**config.mk**
```make
export PLATFORM = sky130hd
export DESIGN_NAME = mult4_stall_unit
export DESIGN_NICKNAME = d
export VERILOG_FILES = /design/src/rtl/mult4_stall_unit.sv
export SDC_FILE = /design/constraint.sdc
export NUM_CORES = 1
export LEC_CHECK = 0
export BUFFER_PORTS_ARGS = -buffer_cell sky130_fd_sc_hd__buf_4
export CORE_MARGIN = 1.5
export CORE_UTILIZATION = 60
export CTS_BUF_LIST = sky130_fd_sc_hd__clkbuf_8
export DETAILED_ROUTE_END_ITERATION = 8
export HOLD_SLACK_MARGIN = 0.05
export PLACE_DENSITY = 0.81
export SYNTH_ARGS = -nofsm -noshare
export SYNTH_HDL_FRONTEND = slang
export SYNTH_SLANG_ARGS = --single-unit
```
**constraint.sdc**
```tcl
create_clock -name clk -period 10.1 [get_ports clk]
set_input_delay 1.01 -clock clk [delete_from_list [all_inputs] [get_ports clk]]
set_output_delay 1.01 -clock clk [all_outputs]
set_load 0.02 [all_outputs]
```
**src/rtl/mult4_stall_unit.sv**
```systemverilog
// Iterative low-half multiplier for MUL in EX; freezes the front of the pipeline while it works.
// Latency: STEPS+1 cycles from start (IDLE) to result_valid (DONE), one SLICE of operand_b per BUSY cycle.
// Backpressure: drives stall_pipeline (combinational in IDLE) until DONE; flush_ex aborts and drops the stall at once.
module mult4_stall_unit #(
    parameter int WIDTH = 32,
    parameter int STEPS = 4
) (
    input  logic             clk,
    input  logic             arst,
    input  logic             mul_start_ex,
    input  logic             flush_ex,
    input  logic [WIDTH-1:0] operand_a,
    input  logic [WIDTH-1:0] operand_b,
    output logic [WIDTH-1:0] result,
    output logic             result_valid,
    output logic             stall_pipeline,
    output logic             mul_busy
);

    localparam int SLICE = WIDTH / STEPS;
    localparam int CNT_W = (STEPS > 1) ? $clog2(STEPS) : 1;
    localparam int SH_W  = $clog2(WIDTH);

    typedef enum logic [1:0] {
        IDLE = 2'd0,
        BUSY = 2'd1,
        DONE = 2'd2
    } state_t;

    state_t             state;
    state_t             state_nxt;
    logic [CNT_W-1:0]   count;
    logic [WIDTH-1:0]   acc;
    logic [WIDTH-1:0]   a_q;
    logic [WIDTH-1:0]   b_q;

    logic [SH_W-1:0]    shamt;
    logic [SLICE-1:0]   slice_bits;
    logic [WIDTH-1:0]   partial;
    logic [WIDTH-1:0]   acc_nxt;
    logic               last_step;
    logic               start_ok;

    // Partial product of a_q with the current slice of b_q, weighted by the slice position.
    always_comb begin
        shamt      = SH_W'(count) * SH_W'(SLICE);
        slice_bits = SLICE'(b_q >> shamt);
        partial    = a_q * WIDTH'(slice_bits);
        acc_nxt    = acc + (partial << shamt);
        last_step  = (count == CNT_W'(STEPS - 1));
        start_ok   = mul_start_ex && !flush_ex;
    end

    always_comb begin
        state_nxt      = state;
        stall_pipeline = 1'b0;
        case (state)
            IDLE: begin
                if (start_ok) begin
                    state_nxt      = BUSY;
                    stall_pipeline = 1'b1;
                end
            end
            BUSY: begin
                if (flush_ex) begin
                    state_nxt = IDLE;
                end else begin
                    stall_pipeline = 1'b1;
                    if (last_step) begin
                        state_nxt = DONE;
                    end
                end
            end
            DONE: begin
                // mul_start_ex still reflects the MUL just finished, so it is ignored here.
                state_nxt = IDLE;
            end
            default: begin
                state_nxt = IDLE;
            end
        endcase
    end

    assign result_valid = (state == DONE);
    assign mul_busy     = (state == BUSY);

    always_ff @(posedge clk or posedge arst) begin
        if (arst) begin
            state  <= IDLE;
            count  <= '0;
            acc    <= '0;
            a_q    <= '0;
            b_q    <= '0;
            result <= '0;
        end else begin
            state <= state_nxt;
            if (flush_ex) begin
                count <= '0;
            end else begin
                case (state)
                    IDLE: begin
                        if (mul_start_ex) begin
                            a_q   <= operand_a;
                            b_q   <= operand_b;
                            acc   <= '0;
                            count <= '0;
                        end
                    end
                    BUSY: begin
                        acc   <= acc_nxt;
                        count <= count + CNT_W'(1);
                        if (last_step) begin
                            result <= acc_nxt;
                        end
                    end
                    default: begin
                        count <= '0;
                    end
                endcase
            end
        end
    end

endmodule
```
* Word-level counts from Yosys, hierarchy flattened
Index checks and enable logic that the tools add are counted.
Widths: inputs -> output; s select.
** Storage, ports and cells
- Register bits :: 132
- Input bits :: 68
- Output and inout port bits :: 35
- Word-level logic and storage cells :: 39
** Cells by class
- $add $sub $neg :: 2
- Multiply operators :: 1
- Eq/ne operators :: 7
- Shifts and indexed selects :: 2
- Multiplexer cells :: 12
- Bitwise gates (word level) :: 1
- Reductions and logical operators :: 8
** Operators by type and width (number)
- $pmux 32 s2 :: 1
- $add 32x32->32 :: 1
- $mul 32x8->32 :: 1
- $mux 32 :: 1
- $shl 32x5->32 :: 1
- $shr 32x5->8 :: 1
- $mux 2 :: 5
- $reduce_and 3->1 :: 3
- $pmux 2 s2 :: 2
- $eq 2x2->1 const B :: 2
- $ne 2x2->1 const B :: 2
- $ne 3x2->1 const B :: 1
- $ne 3x3->1 const B :: 1
- $add 2x1->2 const B :: 1
- $eq 2x1->1 const B :: 1
- $logic_not 2->1 :: 1
- $mux 1 :: 2
- $pmux 1 s2 :: 1
- $reduce_and 2->1 :: 1
- $reduce_bool 2->1 :: 1
- $logic_and 1x1->1 :: 1
- $logic_not 1->1 :: 1
- $not 1->1 :: 1

* Longest topological paths before layout
Gate-level depths: netlist of the first run.
- Word-level depth :: 5
- Gate-level depth with buffers :: 35
- Gate-level depth less buffers :: 32

* Worst setup path before layout of the first run
No wires, ideal clock.
- Path type :: register -> register
- Start point :: register count[0]
- End point :: register result[30]
- Library setup time :: 0.125 ns
- Arrival time :: 7.256 ns
- Data required time :: 9.975 ns
- Path slack :: 2.719 ns
- Stages on the path, launching flop included :: 35
- Buffers on the path :: 4
- Period minus slack after synthesis :: 7.381 ns
- Cells stage by stage :: dfrtp_1 -> buf_4 -> buf_2 -> mux4_1 -> clkbuf_1 -> clkbuf_1 -> nand2_1 -> fa_1 -> fa_1 -> inv_1 -> fa_1 -> inv_1 -> fa_1 -> inv_1 -> ha_1 -> or3_1 -> o21ai_0 -> nand2_1 -> a21o_1 -> a21oi_1 -> xor2_1 -> nor2_1 -> a31oi_1 -> o22ai_1 -> ha_1 -> a21o_1 -> a21o_1 -> a21o_1 -> o21ai_0 -> o31ai_1 -> o221ai_1 -> o2111ai_1 -> a21oi_1 -> xnor2_1 -> mux2_2
** On the way
- Longest elaborated chain between the ends :: 4
- Elaborated cells between the ends (all ways) :: 6
- Those cells by class :: add/sub (1); mul (1); eq/ne (1); shift (2); reduce/logical (1)
** RTL lines
- start, declared :: line 32 : logic [CNT_W-1:0] count;
- start signal, assigned :: line 111 : count <= count + CNT_W'(1);
- $shr 32x5->8 :: line 47 : slice_bits = SLICE'(b_q >> shamt);
- $mul 32x8->32 :: line 48 : partial = a_q * WIDTH'(slice_bits);
- $shl 32x5->32 :: line 49 : acc_nxt = acc + (partial << shamt);
- $add 32x32->32 :: line 49
- end signal, assigned :: line 113 : result <= acc_nxt;
- end, declared :: line 14 : output logic [WIDTH-1:0] result,
Several ways; a longest one is shown, not always the timed one.
A chain may end at the register's enable or synchronous reset.

* Worst setup path in the final report of the first run
Same ends and word-level chain as after synthesis.

==> impl_metrics.csv, run 1 <==
group,metric,value,unit
run_status,outcome,"finished with violations",
run_status,failed_checks,"design-rule violations",
synth,yosysTopAreaCellShare,24.4,%
clock_network,cts_resized,0,
drt,routed_wl,31.5,mm
die,die_w,153,um
die,dieHeight,153,um
die,core,22000,sq um
critical_path,reg2reg_slack,1.45,ns
critical_path,crit_top_cell,"fa_1",
cells_and_area,area_growth,10.3,%
sta,grt_setup_unrepaired,"no",
critical_path,arrival,9.03,ns
sta,drv_slew,0,
placed_design,post-dp-hpwl,23.7,mm
drt,drt-wirelength-per-cell,17.9,um
cells_and_area,layout-drive-gt1-share,15.2,%
drt,drc,4,
synth,ys_async_sr_fraction,100,%
drt,drtPass1Iterations,9,
placed_design,port_buffers,102,
hold_path,hold_class,"register to register",
synth,ys_warn_count,0,
synth,synth_seq_cells,132,
critical_path,cpMaxStageDelayCell,"mux4_1",
clock_network,cts-buffers-inserted,17,
synth,syn_area,13500,sq um
synth,synth_flop_cell,"dfrtp_1",
sta,setup_tns,0,ns
placed_design,place_congestion,1.01,
run,drv_cap,0,
die,num_rows,54,
critical_path,critPathKind,"register to register",
grt,grt_pass1_wl,52.8,mm
critical_path,critPathCaptureType,"register",
synth,syn_avg_cell_area,9.68,sq um
sta,clock_skew,0.0218,ns
grt,grt_pass1_vias,10600,
drt,vias,10400,
grt,antenna_found_initial,0,
clock_network,cts_setup_buffers,0,
clock_network,htree_levels,4,
grt,grt_max_degree,75,
synth,synth_fp_nets,1700,
synth,synth_cells,1400,
die,ioPinCount,103,
sta,setup_viol,0,
clock_network,postCtsHoldBufs,0,
critical_path,cp.required,10.48,ns
sta,period_needed,8.65,ns
synth,ys_seq_area_share,24.4,%
clock_network,insertion_delay,0.48,ns
grt,grt_remaining_overflow,0,
critical_path,cp-start-kind,"register",
synth,yosys-top-cells-area,"dfrtp_1 (24%), fa_1 (23%), and2_1 (8.0%)",
clock_network,cts_tree,"yes",
clock_network,clk_path_buf_depth,2,
sta,worst_pin_slew,1.12,ns
sta,slew_headroom,25.5,%
die,dieArea,23500,sq um
cells_and_area,n_antenna_cell,0,
sta,fmax,0.116,GHz
sta,fin_crit_sh,85.6,%
critical_path,cp_max_fo,44,
cells_and_area,fillers,1652,
clock_network,cts_num_sinks,132,
die,start_util,61.7,%
clock_network,root_buffer,"clkbuf_8",
grt,grt_use_total,28.3,%
synth,ys_types,63,
drt,drt.antenna.violating_nets,0,
sta,hold_viol,0,
clock_network,cts.clk_slew.worst_paths,0.11,ns
synth,synth_edf_count,0,
drt,dr.first_iter.drc_count,682,
synth,netlist.top_cell.by_area,"dfrtp_1",
critical_path,worst_path_largest_cell_delay,0.99,ns
drt,via_per_inst,5.87,
cells_and_area,final_nets,1769,
[cells in the mapped netlist, types with 9 or more instances]
library cell  count
a21o_1           22
nor2_1           29
mux2_2           67
o21a_1           11
a21oi_1          54
dfrtp_1         132
inv_1           157
nand2_1         156
o21bai_1         13
o21ai_0          92
clkbuf_1         49
nand3_1           9
xor2_1           21
xnor2_1          42
a211oi_1         10
ha_1             75
nand2b_1         10
fa_1            157
and2_1          173
[path summary, 6_finish.rpt]
check | startpoint | endpoint | cells after the start
hold / removal | result[26] | result[26] | 2
min in group asynchronous | arst | result[7] | 2
setup / recovery | count[0] | result[30] | 30
hold reg to reg | result[26] | result[26] | 2
max in group asynchronous | arst | a_q[8] | 3
setup reg to reg | count[0] | result[30] | 30
[registers in the layout (all words and copies together) (netlist names)]
register,flops
a_q,32
acc,32
b_q,32
count,2
result,32
state,2
[cells by family after synthesis]
group / share of synthesized area, %
DFF: 24.4
buffers and inverters: 6.08
xor gates and xnor gates: 4.24
adders and majority gates: 30.1
muxes: 7.91
and+or+nand+nor: 15.7
AOI/OAI and AO/OA: 11.5
[area by class of cell]
type	instances	area [sq um]	share of cell area (%)
multi-input combinational	1052	9430	63.1
sequential	132	3300	22.1
timing repair buffer	108	811	5.43
inverter	158	598	4.00
tap	280	350	2.34
clock buffer	17	234	1.57
clock inverter	15	214	1.43
[cell usage in the layout (no fill, tap or decap), types with 6 or more instances in the layout]
cell type  count
a21o_1        22
nand2b_1      10
xor2_1        21
mux4_2         7
o21ai_0       92
and2_1       173
o211ai_1       6
ha_1          75
nor3_1         6
nand3_1        9
inv_1        156
fa_1         157
mux2i_1        8
and3_1         6
nand2_1      155
o22ai_1        8
xnor2_1       42
o21bai_1      13
mux2_2        67
o21a_1        11
clkbuf_8      17
buf_4        108
a31oi_1        7
a211oi_1      10
nor2_1        29
dfrtp_1      132
a21oi_1       54
[stage by stage]
step | util, % | setup slack, ns | instance area (sq um) | cells | hold WS (ns)
3_3_place_gp | 66.0 | 1.74 | 14500 | 1730 | 0.465
5_1_grt | 68.1 | 0.981 | 14900 | 1762 | 0.522
6_report | 68.1 | 1.45 | 14900 | 1762 | 0.484
4_1_cts | 68.1 | 1.55 | 14900 | 1762 | 0.492
2_1_floorplan | - | 2.72 | 13500 | 1400 | 0.456
3_5_place_dp | 66.0 | 1.61 | 14500 | 1730 | 0.471
[metal layers]
metal	up-vias	share of wire [%]	track usage (%)
met3	65	6.9	5.73
li1	4728	-	-
met1	5179	43	38.2
met2	378	48	45.9
met5	-	0	0
met4	0	2.5	9.43
[critical path: cells and delay by family, from the launching register on]
family / cells / cell delay (ns)
xor gates and xnor gates: 2 / 0.27
buffers and inverters: 4 / 0.54
and+or+nand+nor: 4 / 0.89
DFF: 1 / 0.34
AOI/OAI and AO/OA: 12 / 2.54
muxes: 2 / 1.26
adders and majority gates: 6 / 2.68
Power of run 1 is not shown: default switching activity piles up to over one toggle a cycle in this logic, so the estimate is an artifact.
==> inputs of run 2 (changes only) <==
Settings changed: BUFFER_PORTS_ARGS -buffer_cell sky130_fd_sc_hd__buf_4 to not set, DONT_BUFFER_PORTS set to 1, PLACE_DENSITY 0.81 to 0.77.
==> impl_metrics.csv, run 2 (same netlist as run 1, synthesis figures left out) <==
group,metric,value,unit
run,drv_cap,0,
critical_path,arrival,9.06,ns
placed_design,post-dp-hpwl,23.2,mm
grt,grt_pass1_vias,10300,
cells_and_area,final_cell_mix,"and2_1 (173), fa_1 (157), inv_1 (156), nand2_1 (155), dfrtp_1 (132)",
clock_network,cts-buffers-inserted,17,
drt,drt.antenna.violating_nets,0,
sta,setup_viol,0,
critical_path,r2r-start,"count[1]",
cells_and_area,final_nets,1668,
cells_and_area,layout_commonest_cell,"and2_1",
grt,grt_use_total,28.1,%
drt,drt-wirelength-per-cell,18.4,um
sta,fin_crit_sh,86.1,%
clock_network,postCtsHoldBufs,0,
critical_path,crit_top_cell,"fa_1",
clock_network,clk_path_buf_depth,2,
critical_path,r2r.worst_path.cells,29,
clock_network,htree_levels,4,
sta,clock_skew,0.0237,ns
clock_network,cts_resized,0,
critical_path,critPathCaptureType,"register",
clock_network,cts_tree,"yes",
cells_and_area,layout-drive-gt1-share,8.98,%
sta,hold_viol,0,
clock_network,cts_setup_buffers,0,
run_status,failed_checks,"design-rule violations",
critical_path,cpMaxStageDelayCell,"mux4_2",
clock_network,insertion_delay,0.47,ns
clock_network,cts.clk_slew.worst_paths,0.11,ns
sta,worst_pin_slew,0.999,ns
die,num_rows,54,
clock_network,cts_num_sinks,132,
cells_and_area,n_antenna_cell,0,
placed_design,port_buffers,0,
critical_path,cp.required,10.47,ns
clock_network,root_buffer,"clkbuf_8",
sta,drv_slew,0,
sta,slew_headroom,33.1,%
die,dieArea,23500,sq um
critical_path,crit_buf_inv,3,
cells_and_area,area_growth,4.65,%
drt,via_per_inst,5.93,
placed_design,place_congestion,0.957,
grt,grt_max_degree,75,
sta,grt_setup_unrepaired,"no",
run_status,outcome,"finished with violations",
critical_path,crit_family,"adder cells",
hold_path,hold_class,"primary input to async pin",
critical_path,worst_r2r_endpoint,"result[30]",
grt,grt_pass1_wl,52.4,mm
die,ioPinCount,103,
die,dieHeight,153,um
die,core,22000,sq um
critical_path,cp-start-kind,"register",
critical_path,worst_path_largest_cell_delay,0.83,ns
drt,dr.first_iter.drc_count,606,
critical_path,reg2reg_slack,1.41,ns
sta,fmax,0.115,GHz
critical_path,critPathKind,"register to register",
critical_path,cp_max_fo,40,
die,die_w,153,um
drt,drc,2,
sta,period_needed,8.69,ns
drt,vias,9849,
grt,grt_remaining_overflow,0,
drt,drtPass1Iterations,7,
sta,setup_tns,0,ns
grt,antenna_found_initial,0,
die,start_util,61.7,%
drt,routed_wl,30.5,mm
[run 2: cell count changes in the layout (fill, tap and decap cells not counted)]
cell,change
inv_8,+2
buf_4,-101
clkinv_8,-2
inv_6,+1
clkinvlp_4,-1
[run 2: how the worst max path moves through the flow]
stage / slack, ns / startpoint / endpoint / depth (start not counted)
2_1_floorplan: 2.72 / count[0] / result[30] / 34
3_3_place_gp: 1.67 / count[1] / result[30] / 31
3_5_place_dp: 1.48 / count[1] / result[30] / 29
4_1_cts: 1.42 / count[1] / result[30] / 29
5_1_grt: 0.84 / count[1] / result[30] / 30
6_report: 1.41 / count[1] / result[30] / 29
[run 2: routing by layer]
layer | GRT usage (%) | wire length, um
met1 | 38.0 | 13400
met2 | 45.3 | 14500
met3 | 6.07 | 1970
met4 | 9.34 | 643
met5 | 0 | 0
[run 2: cell type report]
type	count	area (sq um)
multi-input combinational	1052	9430
fill	1747	7780
sequential	132	3300
inverter	158	598
tap	280	350
clock buffer	17	234
clock inverter	15	205
timing repair buffer	7	52.6
[run 2: per-stage QoR]
stage	hold slack (ns)	instance area, sq um	utilization [%]	std cells	setup WS (ns)
after global routing	0.469	14200	64.6	1661	0.845
after CTS	0.436	14200	64.6	1661	1.42
after floorplan	0.456	13500	-	1400	2.72
final	0.434	14200	64.6	1661	1.41
after global placement	0.472	13700	62.6	1629	1.67
after detailed placement	0.482	13700	62.6	1629	1.48
[run 2: worst reg2reg max path: cells and delay by family (launching register included)]
kind	cells	cell delay, ns
xor+xnor	2	0.26
simple gates	4	0.98
mux	2	1.10
fa+ha+maj	6	2.60
flops	1	0.56
compound gates	12	2.58
buf+inv	3	0.55
Power of run 2 is left out for the same reason.
==> inputs of run 3 (changes only) <==
Clock period 10.1 ns to 10.95 ns, I/O delays scaled along.
==> impl_metrics.csv, run 3 (same netlist as run 1, synthesis figures left out) <==
group,metric,value,unit
die,num_rows,54,
grt,grt_max_degree,75,
drt,drtPass1Iterations,7,
critical_path,cpMaxStageDelayCell,"mux4_2",
sta,setup_ws,2.25,ns
drt,dr.first_iter.drc_count,554,
grt,grt_use_total,27.9,%
drt,drc,2,
clock_network,cts_tree,"yes",
cells_and_area,final_nets,1668,
cells_and_area,final_cell_area,14200,sq um
cells_and_area,final_cell_mix,"and2_1 (173), fa_1 (157), inv_1 (156), nand2_1 (155), dfrtp_1 (132)",
clock_network,cts.clk_slew.worst_paths,0.10,ns
drt,vias,9794,
die,start_util,61.7,%
sta,fmax,0.115,GHz
cells_and_area,layout_commonest_cell,"and2_1",
sta,setup_tns,0,ns
critical_path,arrival,9.07,ns
critical_path,cp-start-kind,"register",
run,drv_cap,0,
clock_network,cts_resized,0,
die,dieHeight,153,um
sta,slew_headroom,33.6,%
critical_path,crit_family,"compound AO/OA/AOI/OAI gates",
critical_path,critPathKind,"register to register",
hold_path,hold_class,"register to register",
drt,drt-wirelength-per-cell,18.6,um
clock_network,root_buffer,"clkbuf_8",
drt,via_per_inst,5.90,
clock_network,htree_levels,4,
critical_path,cp.required,11.32,ns
drt,drt.antenna.violating_nets,0,
grt,grt_use_met2,45.4,%
sta,grt_setup_unrepaired,"no",
die,core,22000,sq um
sta,period_needed,8.70,ns
sta,worst_hold_slack,0.498,ns
clock_network,cts_num_sinks,132,
clock_network,cts-buffers-inserted,17,
cells_and_area,n_antenna_cell,0,
run_status,failed_checks,"design-rule violations",
critical_path,critPathCaptureType,"register",
sta,hold_viol,0,
grt,grtUsageMet3,7.46,%
critical_path,worst_path_largest_cell_delay,0.83,ns
sta,setup_viol,0,
die,ioPinCount,103,
clock_network,insertion_delay,0.47,ns
critical_path,crit_top_cell,"a21oi_1",
cells_and_area,fillers,1732,
cells_and_area,area_growth,4.64,%
grt,top_usage_layer,"met2",
die,dieArea,23500,sq um
die,die_w,153,um
placed_design,post-dp-hpwl,23.3,mm
placed_design,dpl_cell_area,13700,sq um
sta,clock_skew,0.0214,ns
clock_network,postCtsHoldBufs,0,
sta,drv_slew,0,
grt,grt_remaining_overflow,0,
grt,grt_pass1_wl,52.0,mm
run_status,outcome,"finished with violations",
drt,routed_wl,30.8,mm
clock_network,clk_path_buf_depth,2,
critical_path,crit_buf_inv,3,
sta,worst_pin_slew,0.994,ns
sta,fin_crit_sh,79.5,%
critical_path,cp_max_fo,40,
grt,grt_pass1_vias,10300,
cells_and_area,layout-drive-gt1-share,8.98,%
clock_network,cts_setup_buffers,0,
grt,antenna_found_initial,1,
placed_design,place_congestion,0.956,
placed_design,dp_worst_setup_slack,2.40,ns
grt,grt_util_met1,36.4,%
placed_design,port_buffers,0,
## run 3: cell count changes in the layout (fill, tap and decap cells not counted)
| cell | delta |
|---|---|
| clkinv_4 | +1 |
| clkinvlp_4 | -1 |
| clkinv_8 | +1 |
| inv_8 | -4 |
| inv_6 | +3 |
## run 3: worst paths after layout
kind / start / slack, ns / depth (start not counted) / to
min reg2reg: acc[31] / 0.50 / 2 / acc[31]
min: acc[31] / 0.50 / 2 / acc[31]
min in group asynchronous: arst / 0.52 / 1 / result[9]
max in group asynchronous: arst / 9.10 / 2 / acc[27]
max reg2reg: count[1] / 2.25 / 30 / result[30]
max: count[1] / 2.25 / 30 / result[30]
## run 3: tightest hold or removal path: cells and delay by family, from the launching register on
kind | cells | cell delay, ns
AO/OA/AOI/OAI | 1 | 0.06
flip-flops | 1 | 0.36
AND/OR/NAND/NOR | 1 | 0.05
## run 3: layout make-up
| class | count | area, sq um | share of cell area, % |
|---|---|---|---|
| clock buffer | 17 | 234 | 1.65 |
| clock inverter | 15 | 204 | 1.44 |
| inverter | 158 | 598 | 4.22 |
| multi-input combinational | 1052 | 9430 | 66.5 |
| sequential | 132 | 3300 | 23.3 |
| tap | 280 | 350 | 2.47 |
| timing repair buffer | 7 | 52.6 | 0.371 |
## run 3: through the flow
stage | cells | utilization [%]
CTS | 1661 | 64.6
global placement | 1629 | 62.6
floorplan | 1400 | -
finish | 1661 | 64.6
detailed placement | 1629 | 62.6
global route | 1661 | 64.6
## run 3: metal layers
layer | vias up | wire, um
met4 | 0 | 751
met5 | - | 0
li1 | 4546 | -
met1 | 4849 | 13000
met3 | 60 | 2460
met2 | 339 | 14700
Power of run 3 is left out for the same reason.
